### config.mk
export PLATFORM = sky130hd
export DESIGN_NAME = sha_msg_sched
export DESIGN_NICKNAME = d
export VERILOG_FILES = /design/src/rtl/sha_pkg.sv /design/src/rtl/sha_block_buf.sv /design/src/rtl/sha_msg_sched.sv
export SDC_FILE = /design/constraint.sdc
export NUM_CORES = 2
export LEC_CHECK = 0
export BUFFER_PORTS_ARGS = -buffer_cell sky130_fd_sc_hd__buf_2
export CAP_MARGIN = 25
export CORE_MARGIN = 2
export CORE_UTILIZATION = 34
export DETAILED_ROUTE_END_ITERATION = 8
export GPL_ROUTABILITY_DRIVEN = 0
export GPL_TIMING_DRIVEN = 0
export PLACE_DENSITY = 0.48
export SYNTH_ARGS = -nofsm -noshare
export SYNTH_HDL_FRONTEND = slang
export SYNTH_SLANG_ARGS = --single-unit
### constraint.sdc
create_clock -name clk -period 6.93 [get_ports clk]
set_input_delay 0.3465 -clock clk [delete_from_list [all_inputs] [get_ports clk]]
set_output_delay 0.3465 -clock clk [all_outputs]
set_load 0.02 [all_outputs]
### src/rtl/sha_pkg.sv
// Shared definitions for the SHA-256 message scheduler: block geometry,
// padding constants, FSM state encoding and the length-field byte picker.
package sha_pkg;

  localparam int BLOCK_BYTES    = 64;
  localparam int LEN_BYTES      = 8;
  localparam int DIGEST_NIBBLES = 64;
  localparam logic [7:0] PAD_BYTE = 8'h80;

  localparam int BUF_ADDR_W = $clog2(BLOCK_BYTES);
  localparam int NIB_CNT_W  = $clog2(DIGEST_NIBBLES);

  typedef enum logic [3:0] {
    IDLE,
    FILL,
    WAIT_CORE,
    ARM,
    BURST,
    GAP,
    WAIT_DIG,
    COLLECT,
    DONE
  } state_t;

  // Byte idx (0 = most significant) of the 64-bit big-endian bit length.
  function automatic logic [7:0] len_byte(input logic [63:0] bit_len,
                                          input logic [2:0]  idx);
    logic [5:0] shift;
    shift = {3'd7 - idx, 3'b000};
    return bit_len[shift +: 8];
  endfunction

endpackage

### src/rtl/sha_block_buf.sv
// 64x8 block buffer: one write port and one read port, each walking its own
// auto-incrementing pointer; reads are registered (data one cycle after rd_en).
module sha_block_buf
  import sha_pkg::*;
(
  input  logic       clk,
  input  logic       reset,
  input  logic       wr_en,
  input  logic [7:0] wr_data,
  input  logic       rd_en,
  output logic [7:0] rd_data
);

  logic [7:0]            mem [BLOCK_BYTES];
  logic [BUF_ADDR_W-1:0] wr_ptr;
  logic [BUF_ADDR_W-1:0] rd_ptr;

  // Storage write; every location is rewritten by FILL before it is read.
  // NOTE: the memory array has no reset -- clearing 64 bytes buys nothing
  // because no byte is read before FILL has written it, and a reset on the
  // array would stop it mapping onto plain RAM.
  always_ff @(posedge clk) begin
    if (wr_en) mem[wr_ptr] <= wr_data;
  end

  // Pointers wrap naturally at 64, so each FILL and each BURST starts at 0.
  always_ff @(posedge clk) begin
    if (reset) begin
      wr_ptr  <= '0;
      rd_ptr  <= '0;
      rd_data <= '0;
    end else begin
      if (wr_en) wr_ptr <= wr_ptr + 1'b1;
      if (rd_en) begin
        rd_ptr  <= rd_ptr + 1'b1;
        rd_data <= mem[rd_ptr];
      end
    end
  end

endmodule

### src/rtl/sha_msg_sched.sv
// SHA-256 message scheduler: pads the incoming byte stream into 64-byte
// blocks, bursts each block contiguously to the core, then assembles the
// digest from the core's nibble stream.
module sha_msg_sched
  import sha_pkg::*;
#(
  parameter int LEN_W = 32
) (
  input  logic             clk,
  input  logic             reset,
  input  logic             start,
  input  logic [LEN_W-1:0] msg_len,
  input  logic [7:0]       in_data,
  input  logic             in_valid,
  output logic             in_ready,
  output logic [7:0]       core_data,
  output logic             core_write_enable,
  output logic             core_first_block,
  output logic             core_last_block,
  input  logic             core_busy,
  input  logic [3:0]       core_digest,
  input  logic             core_output_valid,
  output logic [255:0]     digest,
  output logic             done,
  output logic             busy
);

  // One extra bit so the stream position can run past msg_len into the
  // padding without wrapping, even for msg_len = 2^LEN_W-1.
  localparam int CNT_W = LEN_W + 1;
  localparam logic [CNT_W-1:0]      CNT_ONE   = CNT_W'(1);
  localparam logic [BUF_ADDR_W-1:0] LAST_BYTE = BUF_ADDR_W'(BLOCK_BYTES - 1);
  localparam logic [BUF_ADDR_W-1:0] LEN_START = BUF_ADDR_W'(BLOCK_BYTES - LEN_BYTES);
  localparam logic [NIB_CNT_W-1:0]  LAST_NIB  = NIB_CNT_W'(DIGEST_NIBBLES - 1);

  state_t state, state_nxt;

  logic [LEN_W-1:0]      len_q;
  logic [CNT_W-1:0]      n_blocks_q;
  logic [CNT_W-1:0]      blk_q;
  logic [CNT_W-1:0]      pos_q;      // byte position in the padded stream
  logic [BUF_ADDR_W-1:0] burst_cnt;
  logic [NIB_CNT_W-1:0]  nib_cnt;
  logic [251:0]          nib_sr;     // the 63 nibbles preceding the final one

  logic       start_ok;
  logic       msg_left;
  logic       last_blk;
  logic [7:0] fill_byte;
  logic       buf_wr_en;
  logic       buf_rd_en;
  logic       nib_take;
  logic       last_nib;

  assign start_ok = start && (state == IDLE || state == DONE);
  assign msg_left = pos_q < {1'b0, len_q};
  assign last_blk = (blk_q + CNT_ONE) == n_blocks_q;

  // State register.
  // NOTE: every clocked block uses <= so all flops update from the same
  // pre-edge values; a blocking = here would let later statements see
  // the new value and silently change the circuit.
  always_ff @(posedge clk) begin
    if (reset) state <= IDLE;
    else       state <= state_nxt;
  end

  // Next-state logic.
  // NOTE: the default assignment first means no path leaves state_nxt
  // unassigned, so no latch is inferred.
  always_comb begin
    state_nxt = state;
    unique case (state)
      IDLE, DONE: if (start_ok) state_nxt = FILL;
      FILL:       if (buf_wr_en && pos_q[BUF_ADDR_W-1:0] == LAST_BYTE) state_nxt = WAIT_CORE;
      WAIT_CORE:  if (!core_busy) state_nxt = (blk_q == '0) ? ARM : BURST;
      ARM:        state_nxt = BURST;
      BURST:      if (burst_cnt == LAST_BYTE) state_nxt = GAP;
      GAP:        state_nxt = last_blk ? WAIT_DIG : FILL;
      WAIT_DIG:   if (nib_take) state_nxt = COLLECT;
      COLLECT:    if (last_nib) state_nxt = DONE;
      default:    state_nxt = IDLE;
    endcase
  end

  // State-decoded controls: input handshake, buffer strobes, nibble capture.
  always_comb begin
    in_ready  = (state == FILL) && msg_left;
    buf_wr_en = (state == FILL) && (!msg_left || in_valid);
    buf_rd_en = (state == BURST);
    busy      = (state != IDLE) && (state != DONE);
    nib_take  = core_output_valid && (state == WAIT_DIG || state == COLLECT);
    last_nib  = core_output_valid && (state == COLLECT) && (nib_cnt == LAST_NIB);
  end

  // Byte written into the buffer: message, then 0x80, zeros, bit length.
  always_comb begin
    fill_byte = 8'h00;
    if (msg_left)
      fill_byte = in_data;
    else if (pos_q == {1'b0, len_q})
      fill_byte = PAD_BYTE;
    else if (last_blk && pos_q[BUF_ADDR_W-1:0] >= LEN_START)
      fill_byte = len_byte(64'(len_q) << 3, pos_q[2:0]);
  end

  // Hash bookkeeping: length, block count, stream position, digest capture.
  always_ff @(posedge clk) begin
    if (reset) begin
      len_q      <= '0;
      n_blocks_q <= '0;
      blk_q      <= '0;
      pos_q      <= '0;
      burst_cnt  <= '0;
      nib_cnt    <= '0;
      nib_sr     <= '0;
      digest     <= '0;
      done       <= 1'b0;
    end else begin
      done <= last_nib;
      if (start_ok) begin
        len_q      <= msg_len;
        n_blocks_q <= (({1'b0, msg_len} + CNT_W'(LEN_BYTES)) >> BUF_ADDR_W) + CNT_ONE;
        blk_q      <= '0;
        pos_q      <= '0;
        nib_cnt    <= '0;
        nib_sr     <= '0;
      end
      if (buf_wr_en)        pos_q     <= pos_q + CNT_ONE;
      if (state == BURST)   burst_cnt <= burst_cnt + 1'b1;
      if (state == GAP)     blk_q     <= blk_q + CNT_ONE;
      if (nib_take) begin
        nib_sr  <= {nib_sr[247:0], core_digest};
        nib_cnt <= nib_cnt + 1'b1;
      end
      if (last_nib) digest <= {nib_sr, core_digest};
    end
  end

  // Registered core strobes, aligned with the buffer's registered read data.
  always_ff @(posedge clk) begin
    if (reset) begin
      core_write_enable <= 1'b0;
      core_first_block  <= 1'b0;
      core_last_block   <= 1'b0;
    end else begin
      core_write_enable <= (state == BURST);
      core_first_block  <= (state == ARM) ||
                           (state == BURST && burst_cnt == '0 && blk_q == '0);
      core_last_block   <= (state == BURST && burst_cnt == '0 && last_blk);
    end
  end

  sha_block_buf u_buf (
    .clk     (clk),
    .reset   (reset),
    .wr_en   (buf_wr_en),
    .wr_data (fill_byte),
    .rd_en   (buf_rd_en),
    .rd_data (core_data)
  );

endmodule

==> qor.csv <==
metric;value;unit
status;finished, final reports clean;
die_w;378;µm
p_sw;4.60;mW
netlist_area;47600;µm²
combPwrFrac;13.6;%
fin_worst_skew;34.0;ps
wirelength;147000;µm
die_h;378;µm
antenna_left;0;
start_util;34.2;%
rsz0062_at_grt;no;
slew_headroom;28.8;%
synth_nets;4482;
p_clk_share;41.2;%
period_share;78.4;%
fin_util;40.8;%
syn_inst;4391;
synth_top_family_by_area;simple AND/OR/NAND/NOR gates;
synth_ff_type;dfxtp_1;
cts_tree;yes;
synthSimpleGateAreaFrac;15.6;%
p_int;12.4;mW
endpoint_kind;flip-flop;
worstSetupPathType;reg2reg;
cts.hold.buffers_added;38;
cts_resized;0;
cts_sinks;1186;
finalMaxSlewViolations;0;
root_buffer;clkbuf_16;
synth_fa_ha_area_share;1.08;%
synthTopCellsByArea;edfxtp_1 32%, dfxtp_1 28%, mux4_2 8.2%;
seq_area_frac_synth;60.6;%
critical_path_arrival;5790;ps
htreeDepth;4;
via_per_inst;5.13;
grt_pass1_wl;218000;µm
synth_top_area_share;32.3;%
grt_max_degree;39;
worstPathMaxFanout;10;
clk_latency;760;ps
synth_edf_count;512;
core;139000;µm²
pin_count;320;
antenna_found_initial;3;
antenna_cells;0;
synth_cell_type_count;69;
post_cts_buffers;0;
fin_setup_tns;0;ps
dpl.hpwl;105000;µm
clock.fmax;184;MHz
synth-async-reset-ratio;0;%
dieArea;143000;µm²
fin_total_pwr;17.0;mW
hold_slack;55.4;ps
synth-xor-area-share;1.47;%
p_seq_share;45.3;%
vias;35332;
p_leak;18.6;nW
drive_gt1_share;15.2;%
route.detailed.drc;0;
numCtsBuffers;134;
final-hold-violation-count;0;
grt_overflow;0;
tightest_slew;1070;ps
switching_share;27.1;%
start_kind;flip-flop;
port_buffers;317;
p_per_area;299;nW/µm²
muxShareOfSynthArea;8.47;%
rows;137;
clk_pin_slew_worst_paths;60;ps
clockBufferDepth;3;
ir_worst_vdd;0.000171;V
synth_area_per_cell;10.8;µm²
synth_compound_area_share;9.61;%
nets;5002;
drt_iter0_drc;2932;
yosys.area.top_type;edfxtp_1;
yosys_warnings;0;
syn_to_final_growth;19.3;%
wire_per_inst;21.3;µm
grt_pass1_vias;34062;
first_pass_iters;5;
finalSetupViolCount;0;
period_needed;5430;ps
drv_cap;0;
track_usage;20.3;%
nFillCells;13647;
critPathRequiredTime;7290;ps
min_path_type;in2reg;
synth.ff_latch_count;1186;
-- worst max-delay path, cell delays in order, from the launching register on --
cell and delay [ps]:
dfxtp_1 360, inv_1 70, ha_1 290, and4_1 210, nor4bb_1 540, nor2b_1 200
a221o_1 180, o31ai_1 210, a21oi_1 730, clkbuf_1 520, nand3b_1 750, nor2_1 960
-- state kept, by name, indices dropped and copies added, names as in the netlist --
| signal | flops |
|---|---|
| u_buf.mem | 512 |
| digest | 256 |
| nib_sr | 252 |
| blk_q | 33 |
| pos_q | 33 |
| len_q | 32 |
| n_blocks_q | 28 |
| u_buf.rd_data | 8 |
| burst_cnt | 6 |
| nib_cnt | 6 |
| u_buf.rd_ptr | 6 |
| u_buf.wr_ptr | 6 |
| state | 4 |
| core_first_block | 1 |
| core_last_block | 1 |
| core_write_enable | 1 |
| done | 1 |
-- power by group through the flow --
stage	clock [mW]	sequential, mW	combinational, mW
after floorplan	0	7.83	1.36
after global placement	0	7.92	2.13
after detailed placement	0	7.85	2.27
after CTS	7.16	7.70	2.30
after global routing	7.45	7.70	2.52
final	6.99	7.70	2.30
-- kinds of logic (layout without fill, tap and decap cells) --
group | Yosys count | in the layout
muxes | 186 | 186
adders and majority gates | 41 | 41
xor gates and xnor gates | 80 | 80
buffers and inverters | 385 | 1002
AOI/OAI and AO/OA | 822 | 822
and+or+nand+nor | 1691 | 1691
DFF | 1186 | 1186
-- Yosys cell counts, drive strengths merged (14+ instances only) --
master,instances
clkbuf,276
and4,17
o21ai,52
nor2,199
o211ai,16
mux4,173
xnor2,41
a211oi,29
ha,41
nor3,30
inv,54
xor2,39
a21oi,619
nand3,300
edfxtp,512
a311oi,16
buf,55
nand2,963
nand3b,14
dfxtp,674
or3,21
nand4,42
and3,19
nor4,22
-- final cells by class --
cell class / instances / area, µm² / share of cell area [%]
buffer: 331 / 1270 / 2.23
sequential: 1186 / 28900 / 50.8
timing repair buffer: 384 / 2480 / 4.37
tap: 1876 / 2350 / 4.13
multi-input combinational: 2820 / 17400 / 30.6
clock inverter: 46 / 458 / 0.806
inverter: 54 / 203 / 0.357
clock buffer: 187 / 3820 / 6.72
-- layout by cell type, fill, tap and decap left out, types with 140 or more instances in the layout --
cell type,netlist,routed
nand2_1,963,963
dfxtp_1,674,674
a21oi_1,619,619
clkbuf_1,276,309
nand3_1,298,298
nor2_1,199,198
mux4_2,173,173
buf_2,12,330
edfxtp_1,512,512
clkbuf_16,0,140
-- final timing paths --
check,cells after the start,from,slack [ps],endpoint
worst min-delay path,3,in_data[1],60,u_buf.mem[32][1]$_DFFE_PP_
worst max register to register,11,len_q[16]$_SDFFE_PP0P_,1500,u_buf.mem[42][4]$_DFFE_PP_
worst max-delay path,11,len_q[16]$_SDFFE_PP0P_,1500,u_buf.mem[42][4]$_DFFE_PP_
worst min register to register,2,nib_sr[251]$_SDFFE_PP0P_,430,digest[255]$_SDFFE_PP0P_
-- routing by layer --
layer | global-route usage (%) | up-vias | part of all wire, %
li1 | - | 16826 | -
met1 | 27.4 | 17427 | 45
met2 | 32.8 | 880 | 47
met3 | 4.07 | 199 | 5.8
met4 | 6.05 | 0 | 2.6
met5 | 0 | - | 0
-- per-stage QoR --
step | cells | area (µm²) | worst slack (ps)
after floorplan | 4391 | 47600 | 786
after global placement | 6584 | 51500 | -4560
after detailed placement | 6607 | 52100 | 1590
after CTS | 6878 | 56700 | 1540
after global routing | 6884 | 56800 | 1170
final | 6884 | 56800 | 1500
No activity file was read; power rests on OpenSTA's default activity.
